[src/rtl/snic_rate_meter.sv]
// Per-window AXI4-Stream traffic meter: counts accepted bytes/packets between ticks and
// publishes a sequence-tagged snapshot on a registered valid/ready port, counting lost snapshots.
module snic_rate_meter #(
  parameter int unsigned DATA_BYTES = 64,
  parameter int unsigned CNT_W      = 48
) (
  input  logic                  clk,
  input  logic                  rst,
  input  logic                  tick,
  input  logic                  mon_tvalid,
  input  logic                  mon_tready,
  input  logic                  mon_tlast,
  input  logic [DATA_BYTES-1:0] mon_tkeep,
  output logic                  rate_valid,
  input  logic                  rate_ready,
  output logic [CNT_W-1:0]      rate_pkts,
  output logic [CNT_W-1:0]      rate_bytes,
  output logic [15:0]           rate_seq,
  output logic [15:0]           drop_cnt
);

  localparam int unsigned KeepCntW = $clog2(DATA_BYTES + 1);

  typedef enum logic {StEmpty, StFull} state_e;

  state_e               state_q, state_d;
  logic [CNT_W-1:0]     pkt_acc_q, pkt_acc_d;
  logic [CNT_W-1:0]     byte_acc_q, byte_acc_d;
  logic [CNT_W-1:0]     pkts_q, bytes_q;
  logic [15:0]          seq_ctr_q, seq_q, drop_q;
  logic [KeepCntW-1:0]  keep_cnt;
  logic                 beat_ok;
  logic [CNT_W-1:0]     beat_bytes;
  logic [CNT_W-1:0]     beat_pkt;
  logic [CNT_W-1:0]     pkt_sum, byte_sum;
  logic                 load_snap;
  logic                 drop_inc;

  function automatic logic [CNT_W-1:0] sat_add(input logic [CNT_W-1:0] a,
                                               input logic [CNT_W-1:0] b);
    logic [CNT_W:0] s;
    s = {1'b0, a} + {1'b0, b};
    return s[CNT_W] ? {CNT_W{1'b1}} : s[CNT_W-1:0];
  endfunction

  // Byte lanes counted individually so sparse keep patterns are measured exactly.
  always_comb begin
    keep_cnt = '0;
    for (int i = 0; i < int'(DATA_BYTES); i++) begin
      keep_cnt = keep_cnt + KeepCntW'(mon_tkeep[i]);
    end
  end

  assign beat_ok    = mon_tvalid & mon_tready;
  assign beat_bytes = beat_ok ? CNT_W'(keep_cnt) : '0;
  assign beat_pkt   = CNT_W'(beat_ok & mon_tlast);
  assign pkt_sum    = sat_add(pkt_acc_q, beat_pkt);
  assign byte_sum   = sat_add(byte_acc_q, beat_bytes);

  // The tick-cycle beat belongs to the closing window, so the snapshot takes the sums.
  always_comb begin
    pkt_acc_d  = pkt_sum;
    byte_acc_d = byte_sum;
    if (tick) begin
      pkt_acc_d  = '0;
      byte_acc_d = '0;
    end
  end

  always_comb begin
    state_d   = state_q;
    load_snap = 1'b0;
    drop_inc  = 1'b0;
    unique case (state_q)
      StEmpty: begin
        if (tick) begin
          load_snap = 1'b1;
          state_d   = StFull;
        end
      end
      StFull: begin
        if (tick) begin
          load_snap = 1'b1;
          drop_inc  = ~rate_ready;
        end else if (rate_ready) begin
          state_d = StEmpty;
        end
      end
      default: state_d = StEmpty;
    endcase
  end

  always_ff @(posedge clk or posedge rst) begin
    if (rst) begin
      state_q    <= StEmpty;
      pkt_acc_q  <= '0;
      byte_acc_q <= '0;
      pkts_q     <= '0;
      bytes_q    <= '0;
      seq_q      <= '0;
      seq_ctr_q  <= '0;
      drop_q     <= '0;
    end else begin
      state_q    <= state_d;
      pkt_acc_q  <= pkt_acc_d;
      byte_acc_q <= byte_acc_d;
      if (load_snap) begin
        pkts_q  <= pkt_sum;
        bytes_q <= byte_sum;
        seq_q   <= seq_ctr_q;
      end
      if (tick) begin
        seq_ctr_q <= seq_ctr_q + 16'd1;
      end
      if (drop_inc && (drop_q != 16'hFFFF)) begin
        drop_q <= drop_q + 16'd1;
      end
    end
  end

  assign rate_valid = (state_q == StFull);
  assign rate_pkts  = pkts_q;
  assign rate_bytes = bytes_q;
  assign rate_seq   = seq_q;
  assign drop_cnt   = drop_q;

endmodule

[config.mk]
export PLATFORM = sky130hd
export DESIGN_NAME = snic_rate_meter
export DESIGN_NICKNAME = d
export VERILOG_FILES = /design/src/rtl/snic_rate_meter.sv
export SDC_FILE = /design/constraint.sdc
export NUM_CORES = 1
export LEC_CHECK = 0
export ABC_AREA = 1
export CORE_MARGIN = 2
export CORE_UTILIZATION = 60
export CTS_CLUSTER_DIAMETER = 30
export CTS_CLUSTER_SIZE = 8
export DETAILED_ROUTE_END_ITERATION = 6
export HOLD_SLACK_MARGIN = 0.15
export PLACE_DENSITY = 0.86
export SLEW_MARGIN = 20
export SYNTH_ARGS = -nofsm -noshare
export SYNTH_HDL_FRONTEND = slang
export SYNTH_SLANG_ARGS = --single-unit
[constraint.sdc]
create_clock -name clk -period 19 [get_ports clk]
set_input_delay 3.8 -clock clk [delete_from_list [all_inputs] [get_ports clk]]
set_output_delay 3.8 -clock clk [all_outputs]
set_load 0.02 [all_outputs]
==> results of run 1 <==
-- area by class of cell --
cell class	instances	area [µm²]	share of cell area, %
Tap cell	319	399	2.17
Timing Repair Buffer	206	2050	11.1
Clock inverter	19	317	1.72
Clock buffer	69	1390	7.59
Inverter	303	1150	6.27
Sequential cell	241	6030	32.9
Multi-Input combinational cell	1301	7020	38.2
-- worst max-delay path, delay by kind of cell --
family	cells	cell delay, ns
buffers and inverters	8	0.84
adder cells (fa/ha/maj)	10	4.89
AND/OR/NAND/NOR	10	1.66
AO/OA/AOI/OAI	4	0.70
-- cell families (layout without fill, tap and decap cells) --
logic type | count (synthesis) | count (layout)
XOR/XNOR | 57 | 57
buffers and inverters | 351 | 597
flip-flops | 241 | 241
AO/OA/AOI/OAI | 91 | 91
adder cells (fa/ha/maj) | 81 | 81
AND/OR/NAND/NOR | 1072 | 1072
-- state kept, by name, indices dropped and copies added (netlist names) --
name and cells:
byte_acc_q 48, pkt_acc_q 48, rate_bytes 48, rate_pkts 48
drop_cnt 16, rate_seq 16, seq_ctr_q 16, rate_valid 1
-- through the flow --
stage / worst slack (ns) / power [µW] / hold WS (ns) / area [µm²]
global route: 7.02 / 2980 / 0.499 / 18400
CTS: 7.09 / 2760 / 0.482 / 18300
detailed placement: 6.61 / 1830 / 0.465 / 16600
finish: 7.52 / 2780 / 0.481 / 18400
floorplan: 8.44 / 1510 / 0.442 / 14400
global placement: 6.86 / 1740 / 0.458 / 16600
-- synthesized netlist by cell type (all sizes together) --
library cell and number:
buf 24, nor4 3, or2 7, ha 26
o21ai 49, nand4 30, a21oi 23, dfrtp 241
nand3b 15, nand2 617, nor3b 2, xor2 40
xnor2 17, clkbuf 24, a31oi 18, o21a 1
nor2 219, and2 2, nand3 143, inv 303
fa 55, nor3 34
-- how the worst min path moves through the flow --
stage / from / endpoint / slack, ns / depth (start not counted)
floorplan: seq_ctr_q[15] / seq_ctr_q[15] / 0.44 / 1
global route: rate_pkts[37] / rate_pkts[37] / 0.50 / 2
detailed placement: rate_bytes[39] / rate_bytes[39] / 0.46 / 2
global placement: seq_ctr_q[15] / seq_ctr_q[15] / 0.46 / 1
CTS: rate_seq[0] / rate_seq[0] / 0.48 / 2
finish: rate_seq[0] / rate_seq[0] / 0.48 / 2
-- per-layer routing --
layer	GRT usage, %	part of all wire, %	vias up
li1	-	-	6246
met1	42.8	39	6345
met2	62.5	50	560
met3	5.99	6.5	129
met4	16.0	4.3	0
met5	0	0	-
-- where the power goes --
group	internal [µW]	switching, µW
Sequential	552	30.3
Combinational	514	796
Clock	615	274
==> impl_results.md, run 1 <==
- Outcome: complete, no violations
- Hold Fails Final Rpt: 0
- CP Class: in2reg
- Largest family of logic cells by synthesized area: simple AND/OR/NAND/NOR gates
- Root Buffer: clkbuf_16
- Synth Area in XOR/XNOR: under 10%
- Die area: about 0.025 mm²
- Routed wire length: between 40000 and 50000 µm
- VDD IR max: between 300 and 400 µV
- RSZ-0062 raised after global routing: false
- DR vias/cell: ~5.4
- Mapped cell area: 0.0144 mm²
- Tcrit/Tclk final: about three fifths
- Final clock skew: between 0.03 and 0.04 ns
- Non-Filler Instances: 2458
- Syn_nets: roughly 2000
- P&R area growth vs syn: 27.3%
- Reg2reg path depth: 12
- Synth cell types: 36
- Syn Inst Count: roughly 1900
- Worst r2r dst: rate_bytes[35]
- Crit-path slowest cell: fa_1
- Post-synthesis register bit count: approximately 240
- Initial DRC count: 1177
- Half-perimeter wire length after detailed placement: 31500 µm
- Vias in the first global route: 13900
- Initial Util: 61.2%
- Reg clk slew, reported paths: around 0.050 ns
- Register area share after synthesis: 41.8%
- GRT Util Overall: a little over a third
- Critical R2R Launch: byte_acc_q[0]
- Layout cells sized above 1: 5.80%
- DR vias: between 10000 and 15000
- Largest cells by area after synthesis: dfrtp_1 (42%), nand2_1 (16%), inv_1 (7.9%)
- Resized Gates After CTS: 0
- Fillers: 1624
- Die W: 159 µm
- CP most frequent cell: fa_1
- Fmax: 87.1 MHz
- Worst EP required: between 15 and 20 ns
- Gp weighted congestion: between 0.9 and 1
- Syn avg cell area: about 7.6 µm²
- CTS tree: yes
- Most common cell after layout, fill and taps aside: nand2_1
- # clock sinks: around 240
- Nets: about 2300
- Worst setup endpoint: rate_bytes[35]
- Ys Warns: 0
- Antenna Nets Post-Route: 0
- Cells after DPL: ~2400
- Cts-stage hold buffer count: 0
- Rel. slew slack: roughly two fifths
- Pwr dens: between 150 and 200 mW/mm²
- Total CTS buffers: 50
- Clock buffer depth: 3
- Rows: 56
- Wire per inst: 17.9 µm
- Initial antenna violation count: 0
- Gr ovfl total: 0
- Pins Over Slew Limit: 0
- CP arrival: approximately 12 ns
- Critical path peak fanout: 49
- Chip Height: ~160 µm
- Setup TNS: 0 ns
- Simple-gate share of the synthesized area: 31.8%
- Largest net degree at the start of global routing: 92
- Final core occ: between 70 and 80%
- Adder-Cell Fraction of Synth Area: just under 10%
- Leakage: 0.00932 µW
- First-pass GRT wire length: 71700 µm
- Post-synthesis compound-gate area fraction: 3.44%
- Drt first pass iters: 6
- Top cell type's share of synthesized area: between 40% and 50%
- Slowest stage delay, CP: ~0.55 ns
- R2R setup slack: ~16 ns
- Most frequent cells in the layout: nand2_1 (610), inv_1 (301), dfrtp_1 (241)
- Insertion delay to the later sink of the worst-skew pair: 0.55 ns
- Post-layout min period: 11.48 ns
- Setup crit start kind: input port
- CTS HTree Levels: 2
- DRC Markers: 0
- Slew @ Worst Pin: around 0.9 ns
- # diodes: 0
- Yosys top cell by area: dfrtp_1
- I/O Pins: 200
- Hold crit path type: reg2reg
- Mux cell area share after synthesis: 0%
- Crit end category: flop
- CP Launch Point: mon_tkeep[35]
- Final setup viols: 0
- Post CTS Setup Buffer Count: 0
- Placeable core region: 0.0235 mm²
- Max-Cap Viols: 0
- Port bufs: 199
(Power assumes the default switching activity.)
==> inputs of run 2 (changes only) <==
--- a/config.mk
+++ b/config.mk
@@ -7,12 +7,12 @@
 export LEC_CHECK = 0
 export ABC_AREA = 1
 export CORE_MARGIN = 2
-export CORE_UTILIZATION = 60
+export CORE_UTILIZATION = 56
 export CTS_CLUSTER_DIAMETER = 30
 export CTS_CLUSTER_SIZE = 8
 export DETAILED_ROUTE_END_ITERATION = 6
 export HOLD_SLACK_MARGIN = 0.15
-export PLACE_DENSITY = 0.86
+export PLACE_DENSITY = 0.81
 export SLEW_MARGIN = 20
 export SYNTH_ARGS = -nofsm -noshare
 export SYNTH_HDL_FRONTEND = slang
==> constraint.sdc (replaced) <==
create_clock -name clk -period 11.4 [get_ports clk]
set_input_delay 2.28 -clock clk [delete_from_list [all_inputs] [get_ports clk]]
set_output_delay 2.28 -clock clk [all_outputs]
set_load 0.02 [all_outputs]
==> run 2 against run 1 <==
Net effect:
- the run now ends with DRC left
- final cell count grew 0.53%
- count of clock-buffer cells in the layout shrank 5
- largest cell class unchanged
- sequential power grew 66%
- core utilization shrank 5.1 points
- sequential cell count is the same
==> impl_results.md, run 2 (synthesis gave the netlist of run 1 again) <==
- Outcome: finished, violations left
- Failing checks: DRC
- Initial antenna violation count: 0
- Post CTS Setup Buffer Count: 0
- Pins Over Slew Limit: 0
- R2R setup slack: approximately 8.5 ns
- P&R area growth vs syn: 27.7%
- Sequential share of power: between 20 and 25%
- Root Buffer: clkbuf_16
- Die W: 164 µm
- GR Layer Usage met3: 4.62%
- GRT busiest layer: met2
- Slew @ Worst Pin: a little over 0.8 ns
- CTS tree: yes
- Die area: between 0.02 and 0.03 mm²
- Non-Filler Instances: about 2500
- Tcrit/Tclk final: a little over four fifths
- Most frequent cells in the layout: nand2_1 (610), inv_1 (301), dfrtp_1 (241)
- Initial DRC count: 1223
- Routed wire length: 40400 µm
- Crit end category: flop
- Final setup viols: 0
- CTS HTree Levels: 2
- Worst setup endpoint: rate_bytes[27]
- Insertion delay to the later sink of the worst-skew pair: ~0.54 ns
- Chip Height: 164 µm
- Nets: roughly 2300
- Gr ovfl total: 0
- Crit-path slowest cell: fa_1
- Switching part of the total power: 38.2%
- Worst r2r dst: pkt_acc_q[2]
- Initial Util: between 50% and 60%
- Hold Fails Final Rpt: 0
- Vias in the first global route: 13100
- CP Launch Point: mon_tkeep[35]
- Register area: 0.00603 mm²
- DR vias: 12900
- Cts-stage hold buffer count: 0
- Setup crit start kind: input port
- CP Class: in2reg
- Worst EP required: 11.82 ns
- Cells after DPL: 2382
- Final hold slack: between 0.4 and 0.5 ns
- Logic pwr share: a little under half
- First-pass GRT wire length: ~66000 µm
- Leakage: 0.00934 µW
- RSZ-0062 raised after global routing: false
- Largest net degree at the start of global routing: 85
- Rows: between 50 and 60
- Critical R2R Launch: pkt_acc_q[0]
- Port bufs: between 150 and 200
- VDD IR max: around 480 µV
- Gp weighted congestion: ~0.97
- Reg2reg path depth: 11
- Setup TNS: 0 ns
- Final clock skew: between 0.02 and 0.025 ns
- Total CTS buffers: 50
- Fmax: 104 MHz
- Reg clk slew, reported paths: 0.05 ns
- Hold crit path type: reg2reg
- # diodes: 0
- # clock sinks: ~240
- Half-perimeter wire length after detailed placement: between 20000 and 30000 µm
- Met2 usage: approximately 54%
- Placeable core region: ~0.025 mm²
- Most common cell after layout, fill and taps aside: nand2_1
- GRT Util Overall: 30.7%
- DR vias/cell: 5.22
- Area of the multi-input gates: approximately 0.0070 mm²
- Psw: about 1700 µW
- Clock buffer depth: 3
- Wire per inst: between 15 and 20 µm
- Antenna Nets Post-Route: 0
- DRC Markers: 1
- Layout cells sized above 1: under 10%
- Post-layout min period: between 9 and 10 ns
- P_int: roughly 2800 µW
- CP most frequent cell: fa_1
- Fillers: 1897
- GR Util met1: around two fifths
- Critical path peak fanout: 10
- Slowest stage delay, CP: 0.55 ns
- Rel. slew slack: between 40% and 50%
- CP arrival: approximately 10 ns
- Clock power frac: between 30% and 40%
- Drt first pass iters: 7
- Pwr dens: 245 mW/mm²
- Max-Cap Viols: 0
- Resized Gates After CTS: 0
- Final core occ: between 70 and 80%
- I/O Pins: 200
[run 2: changes by cell type in the layout (fill, tap and decap cells not counted)]
cell        before  now
clkbuf_1        13    9
clkinv_2         5    6
clkbuf_8         5    4
buf_4            7    8
nand3_2         13   14
clkinv_4         4    7
buf_16           0    1
clkinvlp_4       1    2
nand3_4          1    0
[run 2: through the flow]
stage / power, µW / setup slack (ns) / area (µm²)
6_report: 4500 / 1.83 / 18400
5_1_grt: 4940 / 1.40 / 18400
4_1_cts: 4520 / 1.86 / 18400
3_5_place_dp: 2990 / 1.33 / 16700
3_3_place_gp: 2910 / 1.45 / 16700
2_1_floorplan: 2520 / 2.36 / 14400
[run 2: layout make-up]
type | instances | area share [%]
repair buffers | 208 | 11.3
flip-flops and latches | 241 | 32.8
clock inverters | 24 | 1.93
well taps | 330 | 2.24
multi-input cells | 1301 | 38.1
clock buffers | 64 | 7.42
inverters | 303 | 6.25
[run 2: worst min path at each step]
stage                         from        endpoint  slack (ns)  cells past startpoint
global route        rate_bytes[45]  rate_bytes[45]        0.49                      2
floorplan            seq_ctr_q[15]   seq_ctr_q[15]        0.44                      1
detailed placement  rate_bytes[39]  rate_bytes[39]        0.46                      2
finish              rate_bytes[45]  rate_bytes[45]        0.47                      2
global placement      rate_seq[12]    rate_seq[12]        0.46                      2
CTS                  seq_ctr_q[14]   seq_ctr_q[14]        0.48                      1
[run 2: power groups by stage]
stage                     clock network (µW)  registers (µW)  logic, µW
after floorplan                            0            1010       1510
after global placement                     0             976       1930
after detailed placement                   0             977       2010
after CTS                               1500             966       2060
after global routing                    1540             974       2420
final                                   1480             966       2050
[run 2: worst max-delay path, delay by kind of cell]
kind | cells | cell delay, ns
AOI/OAI and AO/OA | 4 | 0.72
and+or+nand+nor | 11 | 1.27
buffers and inverters | 8 | 0.83
adders and majority gates | 10 | 4.86
[run 2: layer usage]
layer | part of all wire, % | wire length [µm]
met1 | 41 | 16700
met5 | 0 | 0
met2 | 50 | 20200
met4 | 3.3 | 1320
met3 | 5.4 | 2170
==> RTL edit 1: new RTL, config.mk and constraints of run 2 <==
Set the parameter `CNT_W` to 52 (it was 48).
--- a/src/rtl/snic_rate_meter.sv
+++ b/src/rtl/snic_rate_meter.sv
@@ -2,7 +2,7 @@
 // publishes a sequence-tagged snapshot on a registered valid/ready port, counting lost snapshots.
 module snic_rate_meter #(
   parameter int unsigned DATA_BYTES = 64,
-  parameter int unsigned CNT_W      = 48
+  parameter int unsigned CNT_W      = 52
 ) (
   input  logic                  clk,
   input  logic                  rst,
Ports: changed (resized rate_bytes and rate_pkts); port bits go from 200 to 208. No check against the original RTL was run, so the function may have changed too.
==> RTL edit 1 against run 2 <==
Final area grew 5.4%. Routed wire length grew 5.8%. Core utilization shrank 1.1 points. Sequential power grew 7%. Setup slack lost 390 ps. Critical path depth grew 1. Sequential cell count grew 16. Area after synthesis grew 7.0%. Power grew 0.30%. Synthesized cell count grew 7.4%. Critical path type unchanged. Critical endpoint is now rate_bytes[50]$_DFFE_PP0P_. Largest power group unchanged. Highest routed layer unchanged.
==> RTL edit 1: results (changes against run 2) <==
{| class="wikitable"
! Metric !! Value
|-
| Post-synthesis cell type with the largest combined area || sky130_fd_sc_hd__dfrtp_1 (unchanged)
|-
| Fraction of met2 tracks used by global routing || 51.7% (was 54.0%)
|-
| Number of global-route vias before repair || 13900 (was 13100)
|-
| Routing usage on met3 || 5.00% (was 4.62%)
|-
| Global routing met1 resource utilization || 39.4% (was 39.1%)
|-
| Signal arrival time at the worst endpoint || 10460 ps (was 9990 ps)
|-
| Cell types with the largest area share after synthesis || sky130_fd_sc_hd__dfrtp_1, sky130_fd_sc_hd__nand2_1, sky130_fd_sc_hd__inv_1 (unchanged)
|-
| Highest-delay cell along the critical path || sky130_fd_sc_hd__nand3_4 (was sky130_fd_sc_hd__fa_1)
|-
| Max IR drop VDD || 0.442 mV (was 0.483 mV)
|-
| Total Wirelength || 42700 um (was 40400 um)
|-
| Pre-CTS setup slack || 880 ps (was 1330 ps)
|-
| Fillers || 2195 (was 1897)
|-
| Routed len/inst || 16.3 um (about the same)
|-
| Routability congestion estimate || 0.974 (was 0.972)
|-
| Post-synthesis net count || 2186 (was 2045)
|-
| Critical-path maximum fanout || 54 (was 10)
|-
| Number of input and output port buffers inserted || 207 (was 199)
|-
| Setup Skew || 23.3 ps (was 20.2 ps)
|-
| Pleak || 9.94 nW (was 9.34 nW)
|-
| Cell count after placement || 2533 (was 2382)
|-
| Seq/Total Area, Yosys || 41.7% (was 41.8%)
|-
| Top cell types by occurrence after synthesis || sky130_fd_sc_hd__nand2_1, sky130_fd_sc_hd__inv_1, sky130_fd_sc_hd__dfrtp_1, sky130_fd_sc_hd__nor2_1, sky130_fd_sc_hd__nand3_1 (unchanged)
|-
| Worst-Skew Late Latency || 570 ps (was 540 ps)
|-
| Placed wire-length estimate || 31300 um (was 29500 um)
|-
| Ratio of cells with drive above 1 in the final layout || 6.76% (was 6.07%)
|-
| Largest stage delay on the critical path || 610 ps (was 550 ps)
|-
| Status || finished, final reports clean (was complete, but fails checks)
|-
| First drt pass iteration count || 5 (was 7)
|-
| Total global routing track utilization || 30.5% (was 30.7%)
|-
| Final antenna diode count || 0 (unchanged)
|-
| Number of DRC markers in iteration 0 || 1008 (was 1223)
|-
| Final #Nets || 2397 (was 2257)
|-
| Synth unique cells || 35 (was 36)
|-
| Wire length of the first global-routing pass || 69900 um (was 65700 um)
|-
| Clock transition at path regs || 50 ps (about the same)
|-
| Worst slew pin tran || 1020 ps (was 813 ps)
|-
| Via-per-instance ratio || 5.19 (was 5.22)
|-
| Mapped Avg Cell Area || 7.58 sq um (was 7.61 sq um)
|-
| Pin count of the biggest net entering global routing || 134 (was 85)
|}
==> RTL edit 1: routing by layer <==
layer	wire [um]	vias up	part of all wire, %
met5	0	-	0
met4	1570	0	3.7
met3	2510	101	5.9
met2	20700	425	48
met1	18000	6445	42
li1	-	6623	-
==> RTL edit 1: cell type report <==
cell class                      instances  area, sq um  area share [%]
Sequential cell                       257         6430            33.2
Clock buffer                           66         1390            7.18
Clock inverter                         19          263            1.36
Timing Repair Buffer                  212         2130            11.0
Inverter                              332         1260            6.50
Multi-Input combinational cell       1392         7490            38.6
Tap cell                              341          427            2.20
==> RTL edit 1: cells by family (layout without fill, tap and decap cells) <==
family	Yosys count	after routing	share of synthesized area, %
flops	257	257	41.7
buf+inv	385	629	9.79
xor+xnor	68	68	3.86
compound gates	87	87	2.94
simple gates	1156	1156	32.5
fa+ha+maj	81	81	9.25
==> RTL edit 1: report_power, final <==
group	internal [mW]	leakage (nW)	switching [mW]
Combinational	0.848	5.64	1.22
Sequential	0.979	3.50	0.0487
Clock	0.942	0.805	0.481
Total	2.77	9.94	1.75
==> RTL edit 1: stage by stage <==
stage          instance area, sq um  util [%]
4_1_cts                       19400      71.6
5_1_grt                       19400      71.7
3_5_place_dp                  17700      65.5
3_3_place_gp                  17700      65.5
2_1_floorplan                 15400         -
6_report                      19400      71.7
==> RTL edit 1: worst min-delay path: stages (launching register included) <==
cell and delay (ps):
sky130_fd_sc_hd__dfrtp_1 340, sky130_fd_sc_hd__nand2_1 50, sky130_fd_sc_hd__nand2_1 50
==> RTL edit 1: final timing paths <==
check / from / end / slack [ps] / cells after the start
worst max-delay path: mon_tkeep[35] / rate_bytes[50]$_DFFE_PP0P_ / 1440 / 34
worst min-delay path: rate_seq[12]$_DFFE_PP0P_ / rate_seq[12]$_DFFE_PP0P_ / 470 / 2
worst max register to register: pkt_acc_q[0]$_DFF_PP0_ / rate_pkts[0]$_DFFE_PP0P_ / 8340 / 10
worst min register to register: rate_seq[12]$_DFFE_PP0P_ / rate_seq[12]$_DFFE_PP0P_ / 470 / 2
max in group asynchronous: rst / rate_pkts[43]$_DFFE_PP0P_ / 7940 / 3
min in group asynchronous: rst / drop_cnt[6]$_DFFE_PP0P_ / 2240 / 2
==> RTL edit 2: new RTL, settings of run 2 <==
Made on the original files. Take the reset off `pkt_acc_q` and `byte_acc_q` and load them in a clocked block of their own.
--- a/src/rtl/snic_rate_meter.sv
+++ b/src/rtl/snic_rate_meter.sv
@@ -93,8 +93,6 @@
   always_ff @(posedge clk or posedge rst) begin
     if (rst) begin
       state_q    <= StEmpty;
-      pkt_acc_q  <= '0;
-      byte_acc_q <= '0;
       pkts_q     <= '0;
       bytes_q    <= '0;
       seq_q      <= '0;
@@ -102,8 +100,6 @@
       drop_q     <= '0;
     end else begin
       state_q    <= state_d;
-      pkt_acc_q  <= pkt_acc_d;
-      byte_acc_q <= byte_acc_d;
       if (load_snap) begin
         pkts_q  <= pkt_sum;
         bytes_q <= byte_sum;
@@ -118,6 +114,11 @@
     end
   end
 
+  always_ff @(posedge clk) begin
+    pkt_acc_q  <= pkt_acc_d;
+    byte_acc_q <= byte_acc_d;
+  end
+
   assign rate_valid = (state_q == StFull);
   assign rate_pkts  = pkts_q;
   assign rate_bytes = bytes_q;
Check against the original RTL: not equivalent (Yosys sat finds a counterexample within 4 cycles, from zero or initial values and one cycle with rst high).
==> RTL edit 2 against run 2 <==
Fmax fell by 2.0%. Sequential cell count stayed put. Setup slack got worse by 190 ps. Area after synthesis down 3.3%. Final area decreased by 2.8%. Routed wire length is 3.6% lower. Sequential share of layout area down 1.7 points. Power is 0.19% lower. Critical endpoint is now rate_bytes[46]$_DFFE_PP0P_. Highest routed layer unchanged.
==> RTL edit 2: results (changes against run 2) <==
{| class="wikitable"
! Metric !! Value
|-
| Status || finished, final reports clean (was complete, but fails checks)
|-
| Signal buffers || 203 (was 208)
|-
| Cell types with the largest area share after synthesis || sky130_fd_sc_hd__dfrtp_1, sky130_fd_sc_hd__nand2_1, sky130_fd_sc_hd__dfxtp_1 (was sky130_fd_sc_hd__dfrtp_1, sky130_fd_sc_hd__nand2_1, sky130_fd_sc_hd__inv_1)
|-
| Mapped Avg Cell Area || 7.38 sq um (was 7.61 sq um)
|-
| Post-synthesis net count || 2041 (was 2045)
|-
| Share of final layout cell area taken by clock buffers and inverters || 9.81% (was 9.35%)
|-
| Wire length on met1 || 16300 um (was 16700 um)
|-
| Synth Area in Adders || 10.2% (was 9.90%)
|-
| Max IR drop VDD || 0.559 mV (was 0.483 mV)
|-
| Total global routing track utilization || 30.9% (was 30.7%)
|-
| Non-clk buf share || 11.4% (was 11.3%)
|-
| Number of DRC markers in iteration 0 || 908 (was 1223)
|-
| Pleak || 8.83 nW (was 9.34 nW)
|-
| Total Wirelength || 38900 um (was 40400 um)
|-
| Routability congestion estimate || 1.02 (was 0.972)
|-
| Ratio of cells with drive above 1 in the final layout || 6.50% (was 6.07%)
|-
| Global routing met1 resource utilization || 38.1% (was 39.1%)
|-
| Critical-path maximum fanout || 35 (was 10)
|-
| Top cell types by occurrence after synthesis || sky130_fd_sc_hd__nand2_1, sky130_fd_sc_hd__inv_1, sky130_fd_sc_hd__nor2_1, sky130_fd_sc_hd__dfrtp_1, sky130_fd_sc_hd__nand3_1 (was sky130_fd_sc_hd__nand2_1, sky130_fd_sc_hd__inv_1, sky130_fd_sc_hd__dfrtp_1, sky130_fd_sc_hd__nor2_1, sky130_fd_sc_hd__nand3_1)
|-
| Seq/Total Area, Yosys || 39.8% (was 41.8%)
|-
| Number of global-route vias before repair || 12900 (was 13100)
|-
| Worst-Skew Late Latency || 560 ps (was 540 ps)
|-
| Seq_cells || 241 (unchanged)
|-
| Cell count after placement || 2369 (was 2382)
|-
| First drt pass iteration count || 5 (was 7)
|-
| Multi-input gate share of total cell area || 39.1% (was 38.1%)
|-
| Via count of the routed design || 12600 (was 12900)
|-
| Fillers || 1919 (was 1897)
|-
| Fraction of met2 tracks used by global routing || 55.0% (was 54.0%)
|-
| Setup Skew || 17.2 ps (was 20.2 ps)
|-
| Pin count of the biggest net entering global routing || 104 (was 85)
|-
| Final #Nets || 2250 (was 2257)
|-
| Cell Count, Final, Fillers Out || 2462 (was 2471)
|-
| Post-CTS Repair Setup Buffers || 0 (unchanged)
|-
| Synth unique cells || 38 (was 36)
|-
| Detailed route wirelength on metal3 || 1840 um (was 2170 um)
|-
| Complex-gate fraction of the synthesized area || 3.22% (was 3.44%)
|-
| Inverters, non-clock || 301 (was 303)
|-
| Largest stage delay on the critical path || 540 ps
|-
| Wire length of the first global-routing pass || 64700 um (was 65700 um)
|-
| Post-CTS Resized || 0 (unchanged)
|-
| Post-Synth XOR/XNOR Area || 3.46% (about the same)
|-
| Routing usage on met3 || 4.42% (was 4.62%)
|-
| Signal arrival time at the worst endpoint || 10190 ps (was 9990 ps)
|}
-- RTL edit 2: power groups by stage --
stage	combinational [mW]	clock (mW)	sequential, mW
3_3_place_gp	1.92	0	0.965
6_report	2.04	1.50	0.956
3_5_place_dp	1.99	0	0.967
4_1_cts	2.04	1.51	0.956
5_1_grt	2.38	1.56	0.962
2_1_floorplan	1.49	0	0.998
-- RTL edit 2: through the flow --
step                      cell area [sq um]  power [mW]  utilization, %  worst slack (ps)
after floorplan                       13900        2.48               -              2300
after global placement                16100        2.88            66.1              1300
after detailed placement              16100        2.96            66.1              1070
after CTS                             17900        4.50            73.2              1620
after global routing                  17900        4.90            73.3              1210
final                                 17900        4.49            73.3              1640
-- RTL edit 2: path summary, 6_finish.rpt --
check / from / end / slack (ps) / depth (start not counted)
min: rate_seq[12]$_DFFE_PP0P_ / rate_seq[12]$_DFFE_PP0P_ / 470 / 2
max in group asynchronous: rst / rate_bytes[29]$_DFFE_PP0P_ / 7930 / 4
min reg2reg: rate_seq[12]$_DFFE_PP0P_ / rate_seq[12]$_DFFE_PP0P_ / 470 / 2
max reg2reg: pkt_acc_q[0]$_SDFF_PP0_ / rate_pkts[9]$_DFFE_PP0P_ / 8540 / 10
min in group asynchronous: rst / rate_seq[8]$_DFFE_PP0P_ / 2220 / 2
max: mon_tkeep[35] / rate_bytes[46]$_DFFE_PP0P_ / 1640 / 34
-- RTL edit 2: worst reg2reg max path, delay by kind of cell, from the launching register on --
kind                       cells  cell delay [ps]
AOI/OAI and AO/OA              1              210
DFF                            1              320
and+or+nand+nor                6             1370
buffers and inverters          1              310
adders and majority gates      2              580
